## src/rtl/multicycle_controller_if.sv

```systemverilog
// Control bus between the multicycle controller and its datapath.
// The controller uses the master modport; the datapath (or a bench standing in for it) uses slave.
interface multicycle_controller_if;
    logic [19:0] instruction;
    logic [3:0]  alu_flags;
    logic        pc_write;
    logic        ir_write;
    logic        address_source;
    logic        alu_source_a;
    logic        register_write;
    logic        memory_write;
    logic        instruction_done;
    logic [1:0]  result_source;
    logic [1:0]  alu_source_b;
    logic [1:0]  alu_control;
    logic [1:0]  immediate_source;
    logic [1:0]  register_source;
    logic [3:0]  state;

    modport master (
        input  instruction, alu_flags,
        output pc_write, ir_write, address_source, alu_source_a, register_write,
               memory_write, instruction_done, result_source, alu_source_b,
               alu_control, immediate_source, register_source, state
    );

    modport slave (
        output instruction, alu_flags,
        input  pc_write, ir_write, address_source, alu_source_a, register_write,
               memory_write, instruction_done, result_source, alu_source_b,
               alu_control, immediate_source, register_source, state
    );
endinterface

```

## src/rtl/multicycle_controller.sv

```systemverilog
// Moore controller for a multicycle ARM-subset datapath (LDR/STR, data processing, B).
// State encoding on the debug port follows the listing order: FETCH=0 ... BRANCH=9.
module multicycle_controller (
    input  logic                           clock,
    input  logic                           reset,
    multicycle_controller_if.master        bus
);

    typedef enum logic [3:0] {
        S_FETCH    = 4'd0,
        S_DECODE   = 4'd1,
        S_MEMADR   = 4'd2,
        S_MEMREAD  = 4'd3,
        S_MEMWB    = 4'd4,
        S_MEMWRITE = 4'd5,
        S_EXECUTER = 4'd6,
        S_EXECUTEI = 4'd7,
        S_ALUWB    = 4'd8,
        S_BRANCH   = 4'd9
    } state_t;

    state_t      r_state;
    logic [3:0]  r_flags;
    logic        r_cond_q;
    logic        r_pc_write;
    logic        r_ir_write;
    logic        r_address_source;
    logic        r_alu_source_a;
    logic        r_register_write;
    logic        r_memory_write;
    logic        r_done;
    logic [1:0]  r_result_source;
    logic [1:0]  r_alu_source_b;
    logic [1:0]  r_alu_control;

    state_t      w_next_state;
    logic [3:0]  w_cond;
    logic [1:0]  w_op;
    logic [5:0]  w_funct;
    logic [3:0]  w_rd;
    logic        w_unused_rn;
    logic [1:0]  w_dp_ctl;
    logic        w_cond_ex;
    logic        w_cond_next;
    logic        w_alu_wb_write;
    logic        w_flag_update;
    logic        w_n, w_z, w_c, w_v;

    assign w_cond      = bus.instruction[19:16];
    assign w_op        = bus.instruction[15:14];
    assign w_funct     = bus.instruction[13:8];
    assign w_rd        = bus.instruction[3:0];
    assign w_unused_rn = ^bus.instruction[7:4];
    assign {w_n, w_z, w_c, w_v} = r_flags;

    // ALU operation for data-processing instructions, from funct[4:1]
    always_comb begin
        w_dp_ctl = 2'b00;
        case (w_funct[4:1])
            4'b0100: w_dp_ctl = 2'b00;
            4'b0010: w_dp_ctl = 2'b01;
            4'b1010: w_dp_ctl = 2'b01;
            4'b0000: w_dp_ctl = 2'b10;
            4'b1100: w_dp_ctl = 2'b11;
            default: w_dp_ctl = 2'b00;
        endcase
    end

    // ARM condition check against the stored flags
    always_comb begin
        w_cond_ex = 1'b0;
        case (w_cond)
            4'h0: w_cond_ex = w_z;
            4'h1: w_cond_ex = ~w_z;
            4'h2: w_cond_ex = w_c;
            4'h3: w_cond_ex = ~w_c;
            4'h4: w_cond_ex = w_n;
            4'h5: w_cond_ex = ~w_n;
            4'h6: w_cond_ex = w_v;
            4'h7: w_cond_ex = ~w_v;
            4'h8: w_cond_ex = w_c & ~w_z;
            4'h9: w_cond_ex = ~w_c | w_z;
            4'hA: w_cond_ex = (w_n == w_v);
            4'hB: w_cond_ex = (w_n != w_v);
            4'hC: w_cond_ex = ~w_z & (w_n == w_v);
            4'hD: w_cond_ex = w_z | (w_n != w_v);
            4'hE: w_cond_ex = 1'b1;
            default: w_cond_ex = 1'b0;
        endcase
    end

    // Next-state selection plus the terms needed to pre-compute registered outputs
    always_comb begin
        w_next_state = S_FETCH;
        case (r_state)
            S_FETCH:  w_next_state = S_DECODE;
            S_DECODE: begin
                case (w_op)
                    2'b01:   w_next_state = S_MEMADR;
                    2'b00:   w_next_state = w_funct[5] ? S_EXECUTEI : S_EXECUTER;
                    2'b10:   w_next_state = S_BRANCH;
                    default: w_next_state = S_FETCH;
                endcase
            end
            S_MEMADR:   w_next_state = w_funct[0] ? S_MEMREAD : S_MEMWRITE;
            S_MEMREAD:  w_next_state = S_MEMWB;
            S_EXECUTER: w_next_state = S_ALUWB;
            S_EXECUTEI: w_next_state = S_ALUWB;
            default:    w_next_state = S_FETCH;
        endcase
        // cond_q is loaded on the DECODE edge, so outputs entered from DECODE use the fresh value
        w_cond_next    = (r_state == S_DECODE) ? w_cond_ex : r_cond_q;
        w_alu_wb_write = w_cond_next & (w_funct[4:3] != 2'b10);
        w_flag_update  = ((r_state == S_EXECUTER) || (r_state == S_EXECUTEI)) &&
                         (w_op == 2'b00) && w_funct[0] && r_cond_q;
    end

    // State, flags, cond_q and registered outputs (decoded from the state being entered)
    always_ff @(posedge clock or negedge reset) begin
        if (!reset) begin
            r_state          <= S_FETCH;
            r_flags          <= '0;
            r_cond_q         <= 1'b0;
            r_pc_write       <= 1'b1;
            r_ir_write       <= 1'b1;
            r_address_source <= 1'b0;
            r_alu_source_a   <= 1'b1;
            r_register_write <= 1'b0;
            r_memory_write   <= 1'b0;
            r_done           <= 1'b0;
            r_result_source  <= 2'b10;
            r_alu_source_b   <= 2'b10;
            r_alu_control    <= 2'b00;
        end else begin
            r_state <= w_next_state;
            if (r_state == S_DECODE) begin
                r_cond_q <= w_cond_ex;
            end
            if (w_flag_update) begin
                r_flags[3:2] <= bus.alu_flags[3:2];
                if (!w_dp_ctl[1]) begin
                    r_flags[1:0] <= bus.alu_flags[1:0];
                end
            end

            r_pc_write       <= 1'b0;
            r_ir_write       <= 1'b0;
            r_address_source <= 1'b0;
            r_alu_source_a   <= 1'b0;
            r_register_write <= 1'b0;
            r_memory_write   <= 1'b0;
            r_done           <= 1'b0;
            r_result_source  <= 2'b00;
            r_alu_source_b   <= 2'b00;
            r_alu_control    <= 2'b00;
            case (w_next_state)
                S_FETCH: begin
                    r_ir_write      <= 1'b1;
                    r_pc_write      <= 1'b1;
                    r_alu_source_a  <= 1'b1;
                    r_alu_source_b  <= 2'b10;
                    r_result_source <= 2'b10;
                end
                S_DECODE: begin
                    r_alu_source_a  <= 1'b1;
                    r_alu_source_b  <= 2'b10;
                    r_result_source <= 2'b10;
                end
                S_MEMADR: begin
                    r_alu_source_b <= 2'b01;
                end
                S_MEMREAD: begin
                    r_address_source <= 1'b1;
                end
                S_MEMWB: begin
                    r_result_source  <= 2'b01;
                    r_register_write <= w_cond_next;
                    r_pc_write       <= w_cond_next & (w_rd == 4'hF);
                    r_done           <= 1'b1;
                end
                S_MEMWRITE: begin
                    r_address_source <= 1'b1;
                    r_memory_write   <= w_cond_next;
                    r_done           <= 1'b1;
                end
                S_EXECUTER: begin
                    r_alu_control <= w_dp_ctl;
                end
                S_EXECUTEI: begin
                    r_alu_source_b <= 2'b01;
                    r_alu_control  <= w_dp_ctl;
                end
                S_ALUWB: begin
                    r_register_write <= w_alu_wb_write;
                    r_pc_write       <= w_alu_wb_write & (w_rd == 4'hF);
                    r_done           <= 1'b1;
                end
                S_BRANCH: begin
                    r_alu_source_b  <= 2'b01;
                    r_result_source <= 2'b10;
                    r_pc_write      <= w_cond_next;
                    r_done          <= 1'b1;
                end
                default: begin
                end
            endcase
        end
    end

    // Write strobes are gated by reset so an asserted reset kills them in the same cycle;
    // the undefined-op completion in DECODE depends on the freshly loaded instruction, so it stays combinational.
    assign bus.pc_write         = reset & r_pc_write;
    assign bus.ir_write         = reset & r_ir_write;
    assign bus.register_write   = reset & r_register_write;
    assign bus.memory_write     = reset & r_memory_write;
    assign bus.instruction_done = reset & (r_done | ((r_state == S_DECODE) && (w_op == 2'b11)));
    assign bus.address_source   = r_address_source;
    assign bus.alu_source_a     = r_alu_source_a;
    assign bus.result_source    = r_result_source;
    assign bus.alu_source_b     = r_alu_source_b;
    assign bus.alu_control      = r_alu_control;
    assign bus.immediate_source = w_op;
    assign bus.register_source  = {w_op == 2'b01, w_op == 2'b10};
    assign bus.state            = r_state;

endmodule

```

## src/flat_wrapper.sv

```systemverilog
// flat-port wrapper written by rule: the top's interface ports become plain ports
module multicycle_controller_flat 
  (clock, reset, bus_instruction, bus_alu_flags, bus_pc_write, bus_ir_write, bus_address_source, bus_alu_source_a, bus_register_write, bus_memory_write, bus_instruction_done, bus_result_source, bus_alu_source_b, bus_alu_control, bus_immediate_source, bus_register_source, bus_state);
  multicycle_controller_if bus_i ();
  input  logic clock;
  input  logic reset;
  input wire logic [$bits(bus_i.instruction)-1:0] bus_instruction;
  input wire logic [$bits(bus_i.alu_flags)-1:0] bus_alu_flags;
  output wire logic [$bits(bus_i.pc_write)-1:0] bus_pc_write;
  output wire logic [$bits(bus_i.ir_write)-1:0] bus_ir_write;
  output wire logic [$bits(bus_i.address_source)-1:0] bus_address_source;
  output wire logic [$bits(bus_i.alu_source_a)-1:0] bus_alu_source_a;
  output wire logic [$bits(bus_i.register_write)-1:0] bus_register_write;
  output wire logic [$bits(bus_i.memory_write)-1:0] bus_memory_write;
  output wire logic [$bits(bus_i.instruction_done)-1:0] bus_instruction_done;
  output wire logic [$bits(bus_i.result_source)-1:0] bus_result_source;
  output wire logic [$bits(bus_i.alu_source_b)-1:0] bus_alu_source_b;
  output wire logic [$bits(bus_i.alu_control)-1:0] bus_alu_control;
  output wire logic [$bits(bus_i.immediate_source)-1:0] bus_immediate_source;
  output wire logic [$bits(bus_i.register_source)-1:0] bus_register_source;
  output wire logic [$bits(bus_i.state)-1:0] bus_state;
  assign bus_i.instruction = bus_instruction;
  assign bus_i.alu_flags = bus_alu_flags;
  assign bus_pc_write = bus_i.pc_write;
  assign bus_ir_write = bus_i.ir_write;
  assign bus_address_source = bus_i.address_source;
  assign bus_alu_source_a = bus_i.alu_source_a;
  assign bus_register_write = bus_i.register_write;
  assign bus_memory_write = bus_i.memory_write;
  assign bus_instruction_done = bus_i.instruction_done;
  assign bus_result_source = bus_i.result_source;
  assign bus_alu_source_b = bus_i.alu_source_b;
  assign bus_alu_control = bus_i.alu_control;
  assign bus_immediate_source = bus_i.immediate_source;
  assign bus_register_source = bus_i.register_source;
  assign bus_state = bus_i.state;
  multicycle_controller u_core (.clock(clock), .reset(reset), .bus(bus_i));
endmodule
```

## config.mk

```make
export PLATFORM = sky130hd
export DESIGN_NAME = multicycle_controller_flat
export DESIGN_NICKNAME = d
export VERILOG_FILES = /design/src/rtl/multicycle_controller_if.sv /design/src/rtl/multicycle_controller.sv /design/src/flat_wrapper.sv
export SDC_FILE = /design/constraint.sdc
export NUM_CORES = 1
export LEC_CHECK = 0
export CAP_MARGIN = 20
export CORE_ASPECT_RATIO = 0.8
export CORE_MARGIN = 3
export CORE_UTILIZATION = 43
export CTS_CLUSTER_DIAMETER = 40
export DETAILED_ROUTE_END_ITERATION = 8
export PLACE_DENSITY = 0.85
export SYNTH_ARGS = -nofsm -noshare
export SYNTH_HDL_FRONTEND = slang
export SYNTH_SLANG_ARGS = --single-unit
```

## constraint.sdc

```tcl
create_clock -name clock -period 2.2 [get_ports clock]
set_clock_uncertainty 0.2 [all_clocks]
set_input_delay 0.44 -clock clock [delete_from_list [all_inputs] [get_ports clock]]
set_output_delay 0.44 -clock clock [all_outputs]
set_load 0.01 [all_outputs]
```

==> run_results.csv <==
group,metric,value,unit
run_status,status,"complete, but fails checks",
run_status,failed_checks,"setup timing",
die,ios,47,
die,core,0.00258,mm2
grt,gr-total-overflow,0,
yosys,synth.cell_area,0.00123,mm2
yosys,synth-compound-area-share,0.133,
sta,rsz0062_at_grt,"true",
final_layout,antenna_cells,0,
yosys,synth_simple_gate_area_frac,0.251,
yosys,synth_area_leaders,"dfrtp_1 35%, dfstp_2 11%, mux2_2 4.6%",
yosys,synth_flop_cell,"dfrtp_1",
clock_network,clock-sinks,22,
power_and_ir_drop,internal_power,1.23,mW
setup_path,crit_type,"reg -> out",
setup_path,slowest_delay,550,ps
setup_path,crit_fanout,2,
placed_design,postPlaceCellArea,0.00182,mm2
detailed_routing,via_per_inst,5.37,
setup_path,crit_path_end_kind,"output pin",
sta,whs,250,ps
sta,drv_slew,0,
clock_network,cts_hold_buf,0,
setup_path,crit_arrival,1570,ps
placed_design,numPortBuffers,42,
placed_design,routabilityCongestion,0.854,
sta,fin_ws,-11.5,ps
die,die_area,0.00353,mm2
die,fp-row-count,16,
clock_network,worstSkewPairLatency,310,ps
clock_network,root_buffer,"clkbuf_4",
yosys,synthAdderAreaFrac,0,
final_layout,drive_gt1_frac,0.302,
setup_path,critical_path.top_delay_family,"simple AND/OR/NAND/NOR gates",
final_layout,design_area,0.00186,mm2
worst_hold_path,hold_path_class,"in -> async",
power_and_ir_drop,powerDensity,1020,mW/mm2
die,dieWidth,65.7,um
yosys,yosysWarningCount,0,
sta,worst_slew_pin_slew,407,ps
clock_network,clk_pin_slew,120,ps
grt,groute.usage.overall,0.179,
detailed_routing,ant_nets,0,
detailed_routing,drc_errors,0,
clock_network,ctsLongestPathBuffers,2,
power_and_ir_drop,power.share.clock,0.115,
yosys,synth_top_family_by_area,"simple AND/OR/NAND/NOR gates",
setup_path,start_kind,"register",
yosys,syn_avg_cell_area,11.1,um2
grt,grt_max_degree,14,
placed_design,place_hpwl,2420,um
yosys,synth_top_cell_by_area,"dfrtp_1",
setup_path,crit_chain,"or4b_4, nor2_2, o21a_1, buf_2",
power_and_ir_drop,p_leak,0.834,nW
grt,grt_pass1_wl,4890,um
detailed_routing,first_iter_violations,27,
yosys,synth_edf_count,0,
sta,finalSetupViolations,1,
power_and_ir_drop,switching_share,0.352,
die,start_util,0.475,
grt,antenna_found_initial,0,
final_layout,nets,199,
die,fp.dieH,53.8,um
detailed_routing,routedWlPerCell,14.9,um
yosys,yosysSeqAreaShare,0.454,
job,cap_violations,0,
yosys,synth_seq_cells,22,
detailed_routing,drtPass1Iterations,5,
final_layout,syn_to_final_growth,51.9,%
power_and_ir_drop,seqPwrFrac,0.322,
detailed_routing,vias,1116,
setup_path,path_buf_inv,1,
sta,period_needed,2210,ps
yosys,synth-xor-area-share,0.0541,
sta,post-route-period-util,1.01,
yosys,ys_async_sr_fraction,1.00,
yosys,synth.distinct_cells,49,
setup_path,cpMaxStageDelayCell,"or4b_4",
setup_path,required,1560,ps
placed_design,place_ws,-255,ps
grt,grt_pass1_vias,1098,
power_and_ir_drop,ir_worst_vdd,0.582,mV
yosys,synth_mux_area_frac,0.0541,
clock_network,tritoncts,"done",
sta,setup_tns,-11.5,ps
power_and_ir_drop,comb_power_share,0.563,
yosys,netlist.area_leader.share,0.347,
sta,maxSlewHeadroom,0.727,
sta,hold_viol,0,
power_and_ir_drop,p_sw,0.667,mW
yosys,syn_inst,110,
clock_network,cts-buffers-inserted,3,
detailed_routing,routed_wirelength,3100,um
sta,timing.fmax,452,MHz
power_and_ir_drop,p_total,1.90,mW
clock_network,cts_max_level,1,
yosys,syn_nets,136,
[cells by family after synthesis]
| group | Yosys count |
|---|---|
| and+or+nand+nor | 46 |
| muxes | 6 |
| xor gates and xnor gates | 6 |
| AOI/OAI and AO/OA | 19 |
| buffers and inverters | 11 |
| DFF | 22 |
[cell usage after synthesis, drive strengths merged (3+ instances only)]
| library cell | count |
|---|---|
| buf | 5 |
| and2 | 4 |
| dfrtp | 17 |
| xnor2 | 3 |
| nor2 | 9 |
| inv | 4 |
| nand2 | 4 |
| nor3b | 3 |
| mux2 | 5 |
| dfstp | 5 |
| nor2b | 5 |
| nor3 | 5 |
[path summary, 6_finish.rpt]
kind,cells past startpoint,end,startpoint,slack [ps]
max,4,bus_instruction_done,u_core.bus.state[2]$_DFF_PN0_,-10
min,2,u_core.bus.result_source[0]$_DFF_PN0_,reset,250
max reg2reg,7,u_core.r_done$_DFF_PN0_,u_core.bus.state[2]$_DFF_PN0_,140
min reg2reg,1,u_core.r_flags[1]$_DFFE_PN0P_,u_core.r_flags[1]$_DFFE_PN0P_,360
max in group asynchronous,3,u_core.bus.alu_source_b[0]$_DFF_PN0_,reset,1190
min in group clock,1,u_core.r_flags[1]$_DFFE_PN0P_,u_core.r_flags[1]$_DFFE_PN0P_,360
[per-stage QoR]
step / std cells / utilization
global placement: 203 / 0.704
detailed placement: 203 / 0.704
CTS: 207 / 0.713
global route: 208 / 0.721
floorplan: 110 / -
finish: 208 / 0.721
[placed cells by master, fill, tap and decap left out, types with 2 or more instances in the layout]
cell / instances
inv_1: 4
nor3b_1: 3
nand3b_1: 2
clkdlybuf4s50_1: 33
nor2b_1: 4
buf_4: 22
dfrtp_1: 17
nor3_1: 5
o21ai_0: 2
nor2_1: 8
o21bai_1: 2
mux2_2: 5
clkbuf_4: 3
xor2_1: 2
a22oi_1: 2
dfstp_2: 5
and2_1: 4
xnor2_1: 3
dlygate4sd2_1: 8
nand2_1: 4
o31a_1: 2
[power by group through the flow]
| stage | combinational [mW] | sequential, mW | clock, mW |
|---|---|---|---|
| floorplan | 0.509 | 0.676 | 0 |
| global route | 1.15 | 0.624 | 0.245 |
| detailed placement | 1.03 | 0.622 | 0 |
| finish | 1.07 | 0.610 | 0.219 |
| global placement | 1.00 | 0.612 | 0 |
| CTS | 1.02 | 0.614 | 0.223 |
[sequential cells by signal (all words and copies together), names as in the netlist, 2 cells and up]
name	flops
u_core.r_flags	4
u_core.bus.alu_source_b	2
u_core.bus.state	4
u_core.bus.alu_control	2
u_core.bus.result_source	2
[layer usage]
layer | global-route usage | up-vias | wire length (um) | part of all wire
li1 | - | 518 | - | -
met1 | 0.223 | 538 | 1290 | 0.41
met2 | 0.328 | 56 | 1580 | 0.51
met3 | 0.0459 | 4 | 235 | 0.076
met4 | 0.0103 | 0 | 5 | 0.0016
met5 | 0 | - | 0 | 0
[area by class of cell]
| cell class | count | area [um2] |
|---|---|---|
| Inverter | 4 | 15.0 |
| Tap cell | 36 | 45.0 |
| Sequential cell | 22 | 557 |
| Clock buffer | 4 | 36.3 |
| Fill cell | 182 | 719 |
| Multi-Input combinational cell | 77 | 619 |
| Timing Repair Buffer | 65 | 591 |
[what timing repair did]
action,4_1_cts,5_1_grt
setup buffers,0,1
endpoints found under the setup margin,9,6
pin swaps,1,1
resized for setup,13,3
Note: power is estimated with default switching activity, not from simulation.
